## config.mk

```make
export PLATFORM = sky130hd
export DESIGN_NAME = machine_timer
export DESIGN_NICKNAME = d
export VERILOG_FILES = /design/src/rtl/machine_timer.sv
export SDC_FILE = /design/constraint.sdc
export NUM_CORES = 1
export LEC_CHECK = 0
export BUFFER_PORTS_ARGS = -buffer_cell sky130_fd_sc_hd__buf_2
export CAP_MARGIN = 20
export CELL_PAD_IN_SITES_DETAIL_PLACEMENT = 1
export CELL_PAD_IN_SITES_GLOBAL_PLACEMENT = 1
export CORE_ASPECT_RATIO = 1.5
export CORE_UTILIZATION = 41
export DETAILED_ROUTE_END_ITERATION = 10
export PLACE_DENSITY_LB_ADDON = 0.1
export REMOVE_ABC_BUFFERS = 1
export SETUP_SLACK_MARGIN = 0.1
export SLEW_MARGIN = 20
export SYNTH_ARGS = -nofsm -noshare
export SYNTH_HDL_FRONTEND = slang
export SYNTH_SLANG_ARGS = --single-unit
```

## constraint.sdc

```tcl
create_clock -name clk -period 2.8 [get_ports clk]
set_input_delay 0 -clock clk [delete_from_list [all_inputs] [get_ports clk]]
set_output_delay 0 -clock clk [all_outputs]
set_load 0.01 [all_outputs]
```

## src/rtl/machine_timer.sv

```systemverilog
// rtl/machine_timer.sv - memory-mapped 64-bit machine timer with prescaler and timer interrupt request

module machine_timer #(
   parameter int DATA_WIDTH = 64,
   parameter int ADDR_WIDTH = 2,
   parameter int DIV_WIDTH  = 8
) (
   input  logic                    clk,
   input  logic                    arstn,
   input  logic                    i_req_valid,
   output logic                    o_req_ready,
   input  logic                    i_req_write,
   input  logic [ADDR_WIDTH-1:0]   i_req_addr,
   input  logic [DATA_WIDTH-1:0]   i_req_wdata,
   input  logic [DATA_WIDTH/8-1:0] i_req_wstrb,
   output logic                    o_rsp_valid,
   input  logic                    i_rsp_ready,
   output logic [DATA_WIDTH-1:0]   o_rsp_rdata,
   output logic                    o_rsp_err,
   output logic                    o_timer_int_call
);

   localparam int NB = DATA_WIDTH / 8;
   localparam logic [ADDR_WIDTH-1:0] ADDR_MTIME = ADDR_WIDTH'(0);
   localparam logic [ADDR_WIDTH-1:0] ADDR_CMP   = ADDR_WIDTH'(1);
   localparam logic [ADDR_WIDTH-1:0] ADDR_CTRL  = ADDR_WIDTH'(2);

   logic [DATA_WIDTH-1:0] mtime;
   logic [DATA_WIDTH-1:0] mtimecmp;
   logic                  en;
   logic [DIV_WIDTH-1:0]  div;
   logic [DIV_WIDTH-1:0]  cnt;

   logic                  accept;
   logic                  tick;
   logic                  addr_ok;
   logic                  wr_mtime;
   logic                  wr_cmp;
   logic                  wr_ctrl;
   logic                  strb_any;
   logic [DATA_WIDTH-1:0] mtime_inc;
   logic [DATA_WIDTH-1:0] mtime_nxt;
   logic [DATA_WIDTH-1:0] cmp_nxt;
   logic [DATA_WIDTH-1:0] ctrl_val;
   logic [DATA_WIDTH-1:0] rd_val;
   logic                  en_wr;
   logic [DIV_WIDTH-1:0]  div_wr;

   // A new request can enter whenever the response slot is empty or draining this cycle.
   assign o_req_ready = ~o_rsp_valid | i_rsp_ready;
   assign accept      = i_req_valid & o_req_ready;
   assign addr_ok     = (i_req_addr == ADDR_MTIME) | (i_req_addr == ADDR_CMP) | (i_req_addr == ADDR_CTRL);
   assign wr_mtime    = accept & i_req_write & (i_req_addr == ADDR_MTIME);
   assign wr_cmp      = accept & i_req_write & (i_req_addr == ADDR_CMP);
   assign wr_ctrl     = accept & i_req_write & (i_req_addr == ADDR_CTRL);
   assign strb_any    = |i_req_wstrb;
   assign tick        = en & (cnt == div);
   assign mtime_inc   = mtime + DATA_WIDTH'(tick);

   // Byte-merge write data over the next-state values; unwritten MTIME bytes keep the incremented count.
   always_comb begin
      mtime_nxt = mtime_inc;
      cmp_nxt   = mtimecmp;
      for (int b = 0; b < NB; b++) begin
         if (i_req_wstrb[b]) begin
            if (wr_mtime) mtime_nxt[8*b +: 8] = i_req_wdata[8*b +: 8];
            if (wr_cmp)   cmp_nxt[8*b +: 8]   = i_req_wdata[8*b +: 8];
         end
      end
   end

   // Only the enable bit and the divisor field of CTRL are writable.
   always_comb begin
      en_wr  = en;
      div_wr = div;
      if (i_req_wstrb[0]) en_wr = i_req_wdata[0];
      for (int i = 0; i < DIV_WIDTH; i++) begin
         if (i_req_wstrb[(8 + i) / 8]) div_wr[i] = i_req_wdata[8 + i];
      end
   end

   // Read mux: registers as they stand in the acceptance cycle, CTRL zero-extended.
   always_comb begin
      ctrl_val                  = '0;
      ctrl_val[0]               = en;
      ctrl_val[8 +: DIV_WIDTH]  = div;
      rd_val                    = '0;
      if (i_req_addr == ADDR_MTIME)     rd_val = mtime;
      else if (i_req_addr == ADDR_CMP)  rd_val = mtimecmp;
      else if (i_req_addr == ADDR_CTRL) rd_val = ctrl_val;
   end

   // Timer registers and control fields.
   always_ff @(posedge clk or negedge arstn) begin
      if (!arstn) begin
         mtime    <= '0;
         mtimecmp <= '1;
         en       <= 1'b1;
         div      <= '0;
      end else begin
         mtime    <= mtime_nxt;
         mtimecmp <= cmp_nxt;
         if (wr_ctrl) begin
            en  <= en_wr;
            div <= div_wr;
         end
      end
   end

   // Prescale counter: 0..div while enabled; restarts on every non-empty CTRL write.
   always_ff @(posedge clk or negedge arstn) begin
      if (!arstn) begin
         cnt <= '0;
      end else if (wr_ctrl && strb_any) begin
         cnt <= '0;
      end else if (tick) begin
         cnt <= '0;
      end else if (en) begin
         cnt <= cnt + DIV_WIDTH'(1);
      end
   end

   // Response slot: loaded on accept, held until consumed.
   always_ff @(posedge clk or negedge arstn) begin
      if (!arstn) begin
         o_rsp_valid <= 1'b0;
         o_rsp_rdata <= '0;
         o_rsp_err   <= 1'b0;
      end else if (accept) begin
         o_rsp_valid <= 1'b1;
         o_rsp_err   <= ~addr_ok;
         o_rsp_rdata <= (i_req_write || !addr_ok) ? '0 : rd_val;
      end else if (i_rsp_ready) begin
         o_rsp_valid <= 1'b0;
         o_rsp_rdata <= '0;
         o_rsp_err   <= 1'b0;
      end
   end

   // Level interrupt request from the current register values.
   always_ff @(posedge clk or negedge arstn) begin
      if (!arstn) begin
         o_timer_int_call <= 1'b0;
      end else begin
         o_timer_int_call <= (mtime >= mtimecmp);
      end
   end

endmodule
```

; After elaboration in Yosys (flattened, before gate mapping)
; Index checks and enable logic that the tools add are counted.
[totals]
in_bits = 79
out_inout_bits = 68
regBits = 212
wordCells = 78
[op_classes]
n_eq_ne = 3
add_sub_neg = 2
n_lt_le_gt_ge = 1
reduce_logical = 17
mux = 28
bitwise_logic = 11
[ops]
columns = cell, n
row1 = 64-bit two-way mux, 5
row2 = 8-bit two-way mux, 19
row3 = 64-bit by 1-bit adder with 64-bit output, 1
row4 = 64-bit greater-or-equal comparator, 1
row5 = 2-bit AND reduction, 10
row6 = 16-bit two-way mux, 1
row7 = 8-bit by 1-bit adder with 8-bit output (second input constant), 1
row8 = 8-bit equality test, 1
row9 = 8-bit OR reduction, 1
row10 = 1-bit bitwise AND, 6
row11 = 1-bit two-way mux, 3
row12 = 1-bit OR, 3
row13 = 3-bit nonzero test, 1
row14 = 2-bit by 1-bit equality test with 1-bit output (second input constant), 1
row15 = 2-bit equality test (second input constant), 1
row16 = 2-bit zero test, 1
row17 = 1-bit NOT, 2
row18 = 2-bit nonzero test, 1
row19 = 1-bit logical AND, 1
row20 = 1-bit zero test, 1
row21 = 1-bit logical OR, 1

; Longest topological paths before layout
[logic_depth]
word_depth = 7
mapped_depth = 13
ltp_nobuf = 11

; Worst setup path after synthesis
; Ideal clock, no wire load.
[synth_path]
kind = flip-flop to flip-flop
from = register cnt[3]
to = register mtime[42]
setup_ns = 0.077
stages_incl_launch_ff = 12
required_ns = 2.723
arrival_time_ns = 2.555
period_less_slack_ns = 2.632
path_buffers = 0
slack_ns = 0.168
cell_sequence = dfrtp_1 -> xnor2_1 -> nand4_1 -> nor3_1 -> ha_1 -> ha_1 -> nand2_1 -> nor2_1 -> nand4_1 -> or4_1 -> xor2_1 -> a21oi_1
[synth_via]
elab_chain_len = 5
[synth_rtl]
columns = item, line_no
row1 = start: declaration, 32  ; logic [DIV_WIDTH-1:0] cnt;
row2 = start signal: assignment, 119  ; cnt <= cnt + DIV_WIDTH'(1);
row3 = 8-bit equality test *, 57  ; assign tick = en & (cnt == div);
row4 = 1-bit bitwise AND *, 57
row5 = 64-bit by 1-bit adder with 64-bit output *, 58  ; assign mtime_inc = mtime + DATA_WIDTH'(tick);
row6 = 8-bit two-way mux, 66  ; if (wr_mtime) mtime_nxt[8*b +: 8] = i_req_wdata[8*b +: 8];
row7 = 8-bit two-way mux *, 65  ; if (i_req_wstrb[b]) begin
row8 = net mtime_nxt[42], 42  ; logic [DATA_WIDTH-1:0] mtime_nxt;
row9 = end signal: assignment, 101  ; mtime <= mtime_nxt;
row10 = end: declaration, 28  ; logic [DATA_WIDTH-1:0] mtime;
; The timed path passes the listed nets; every way through them passes the cells marked *.
; A chain may end at the register's enable or synchronous reset.

; Worst setup path after layout
[layout_path]
from = register div[4]
to = register mtime[42]
[layout_via]
elab_chain_len = 5
[layout_rtl]
columns = item, line_no
row1 = start: declaration, 31  ; logic [DIV_WIDTH-1:0] div;
row2 = start signal: assignment, 105  ; div <= div_wr;
row3 = 8-bit equality test *, 57
row4 = 1-bit bitwise AND *, 57
row5 = 64-bit by 1-bit adder with 64-bit output *, 58
row6 = 8-bit two-way mux, 66
row7 = 8-bit two-way mux *, 65
row8 = net mtime_nxt[42], 42
; Marks and branches as above.

==> impl_metrics.ini <==
[flow_run]
cap_violations = 0

[sta]
finalHoldViolCount = 0
report.final.slew_viol_count = 0
tightest_slew_ns = 1.060
finalCriticalPeriod_ns = 2.643
clock_skew_ns = 0.01287
setup_violations = 0
slew_headroom = 0.2932
setup_ws_ns = 0.1573
finalCritPeriodShare = 0.9438
fmax_ghz = 0.3784
hold_ws_ns = 0.04867
rsz0062_at_grt = yes

[grt]
grt_pass1_wl_mm = 54.28
grt_pass1_vias = 10040
grt_usage = 0.2394
antenna_found_initial = 2
grt-ovfl-total = 0
grt_max_degree = 78

[yosys]
ys.flop_type = dfrtp_1
synth_top_area_share = 0.3185
synth_area_leaders = dfrtp_1 32%, dfstp_2 15%, mux2_2 7.4%, ha_1 7.3%, mux2i_1 5.5%
yosysWarnings = 0
synth-xor-area-share = 0.05309
synth-edff-count = 0
synth-seq-cells = 212
synth_cells = 1140
synth.distinct_cells = 48
avgSynthCellArea_um2 = 10.13
synthArstFlopShare = 1.000
synth_top_area_cell = dfrtp_1
yosys.area_share.simple = 0.1441
syn-cell-area_um2 = 11550
synth_top_family_by_area = simple AND/OR/NAND/NOR gates
synthAdderAreaFrac = 0.07259
synth-compound-area-share = 0.09480
synthMuxAreaShare = 0.1296
ys_seq_area_frac = 0.4664
synth.most_common_cell = nand2_1
synthTopCellsByCount = 149 x nand2_1, 147 x dfrtp_1, 90 x o21ai_0

[floorplan]
die_w_um = 139.0
start_util = 0.4200
row_count = 74
die_area_um2 = 28860
io_pins = 147
die_y_um = 207.6
core_area_um2 = 27500

[drt]
first_pass_iters = 8
route.detailed.drc = 8
vias = 9260
routed_wl_mm = 33.40
ant_nets = 0
wl_per_cell_um = 19.23
viasPerCell = 5.331
drt_iter0_drc = 235

[layout]
final_nets = 1524
final_util = 0.5211
multi_input_area_um2 = 5777
nFillCells = 3087
seqCellArea_um2 = 5386
area_growth_pct = 24.08
drive_above_1_share = 0.2740

[setup_path]
startpoint_type = flip-flop
cpPeakStageDelay_ns = 0.55
reg2reg_depth = 12
arrival_ns = 3.03
required_ns = 3.19
worst_setup_path_end_kind = flip-flop
slowest_stage = or4_4
crit_type = reg -> reg
critPathMaxFanout = 3
path_cells = xnor2_1, nand4_1, nor3_2, buf_4, ha_4, ha_4, nand2_4, nor2_4, nand4_1, or4_4, xor2_1, a21oi_1
crit_path_start = div[4]
reg2reg_from = div[4]

[cts]
clock_sinks = 212
clkLatencyLatePin_ns = 0.52
cts_made_buffers = 23
path_clk_slew_ns = 0.06
htreeDepth = 1
cts_root_buffer = clkbuf_16
clockBufferDepth = 3
cts_tree = yes

[placement]
numPortBuffers = 146
globalplace.congestion = 0.8378
place_ws_ns = -0.09789
place.detailed.hpwl_mm = 23.49

[power]
ir_drop_v = 0.0004760
power_density_nw_per_um2 = 697.4
p_leak_nw = 6.510

[worst_hold_path]
hold_class = in -> reg
holdCritStartpoint = i_req_write
worstHoldPathCells = 4

[run_status]
violations = design-rule violations
status = finished, violations left
## power by group
group / leakage (nW) / total (mW) / switching, mW / internal (mW)
clock: 0.341 / 2.91 / 1.24 / 1.67
sequential: 2.49 / 4.41 / 0.610 / 3.79
combinational: 3.68 / 2.68 / 1.38 / 1.29
total: 6.51 / 9.99 / 3.24 / 6.76
## critical path, delay by kind of cell (launching register included)
family	cells	cell delay (ns)
simple gates	6	1.26
buf+inv	1	0.17
compound gates	1	0.08
flops	1	0.39
fa+ha+maj	2	0.29
xor+xnor	2	0.33
## registers in the layout, summed over array words and instances, names as in the netlist
| name | count |
|---|---|
| en | 1 |
| o_rsp_valid | 1 |
| o_rsp_err | 1 |
| cnt | 8 |
| mtime | 64 |
| o_rsp_rdata | 64 |
| div | 8 |
| o_timer_int_call | 1 |
| mtimecmp | 64 |
## layout make-up
type	instances	share of cell area
tap	342	0.02986
inverter	67	0.01755
antenna	1	0.0001746
timing repair buffer	256	0.1249
clock inverter	5	0.003493
multi-input combinational	818	0.4031
sequential	212	0.3759
clock buffer	36	0.04497
## per-stage QoR
stage	TNS (ns)	std cells	instance area (um^2)	power [mW]
after floorplan	-16.69	1097	11340	6.004
after global placement	0	1624	12870	6.937
after detailed placement	-0.09789	1624	12870	7.059
after CTS	0	1735	14290	10.12
after global routing	0	1737	14330	10.66
final	0	1737	14330	9.994
## per-layer routing
layer,global-route usage,share of wire
met1,0.2763,0.40
met5,0,0.00030
met3,0.02491,0.025
met2,0.4568,0.54
met4,0.07663,0.027
## cells by family (layout without fill, tap and decap cells)
logic type,count (synthesis),in the layout
other,0,1
and+or+nand+nor,346,346
adders and majority gates,67,67
DFF,212,212
xor gates and xnor gates,70,70
buffers and inverters,110,364
muxes,140,140
AOI/OAI and AO/OA,195,195
## final timing paths
kind	end	slack [ns]
max in group asynchronous	mtimecmp[58]	1.79
worst max-delay path	mtime[42]	0.16
min in group asynchronous	o_rsp_rdata[33]	0.10
worst min register to register	o_rsp_rdata[50]	0.47
worst min-delay path	o_rsp_rdata[13]	0.05
worst max register to register	mtime[42]	0.16
## cells in the final DEF (no fill, tap or decap), types with 9 or more instances in the layout
master         Yosys  routed
xor2_1            51      51
nand2_1          149     148
dlygate4sd3_1      0      69
nand4_1           26      26
buf_4              0      38
and3_1            18      18
and4_1            10       9
mux2_2            76      76
a21oi_1           66      65
buf_2              7     144
xnor2_1           19      19
o21ai_0           90      89
dfrtp_1          147     147
inv_1             67      67
mux2i_1           64      64
nor2_1            51      50
nand3_1           41      41
dfstp_2           65      65
ha_1              67      65
nor3_1            15      14
clkbuf_16          0      23
a22o_1             9       9
clkbuf_1          25      11
## timing repair
| item | CTS | global route |
|---|---|---|
| hold endpoints to repair | 213 | 0 |
| setup endpoints to repair | 21 | 26 |
| hold buffers | 69 | 0 |
| pin swaps | 6 | 7 |
| gates resized for setup | 5 | 8 |
| buffers inserted | 1 | 1 |
Power figures use the tool's default switching activity.
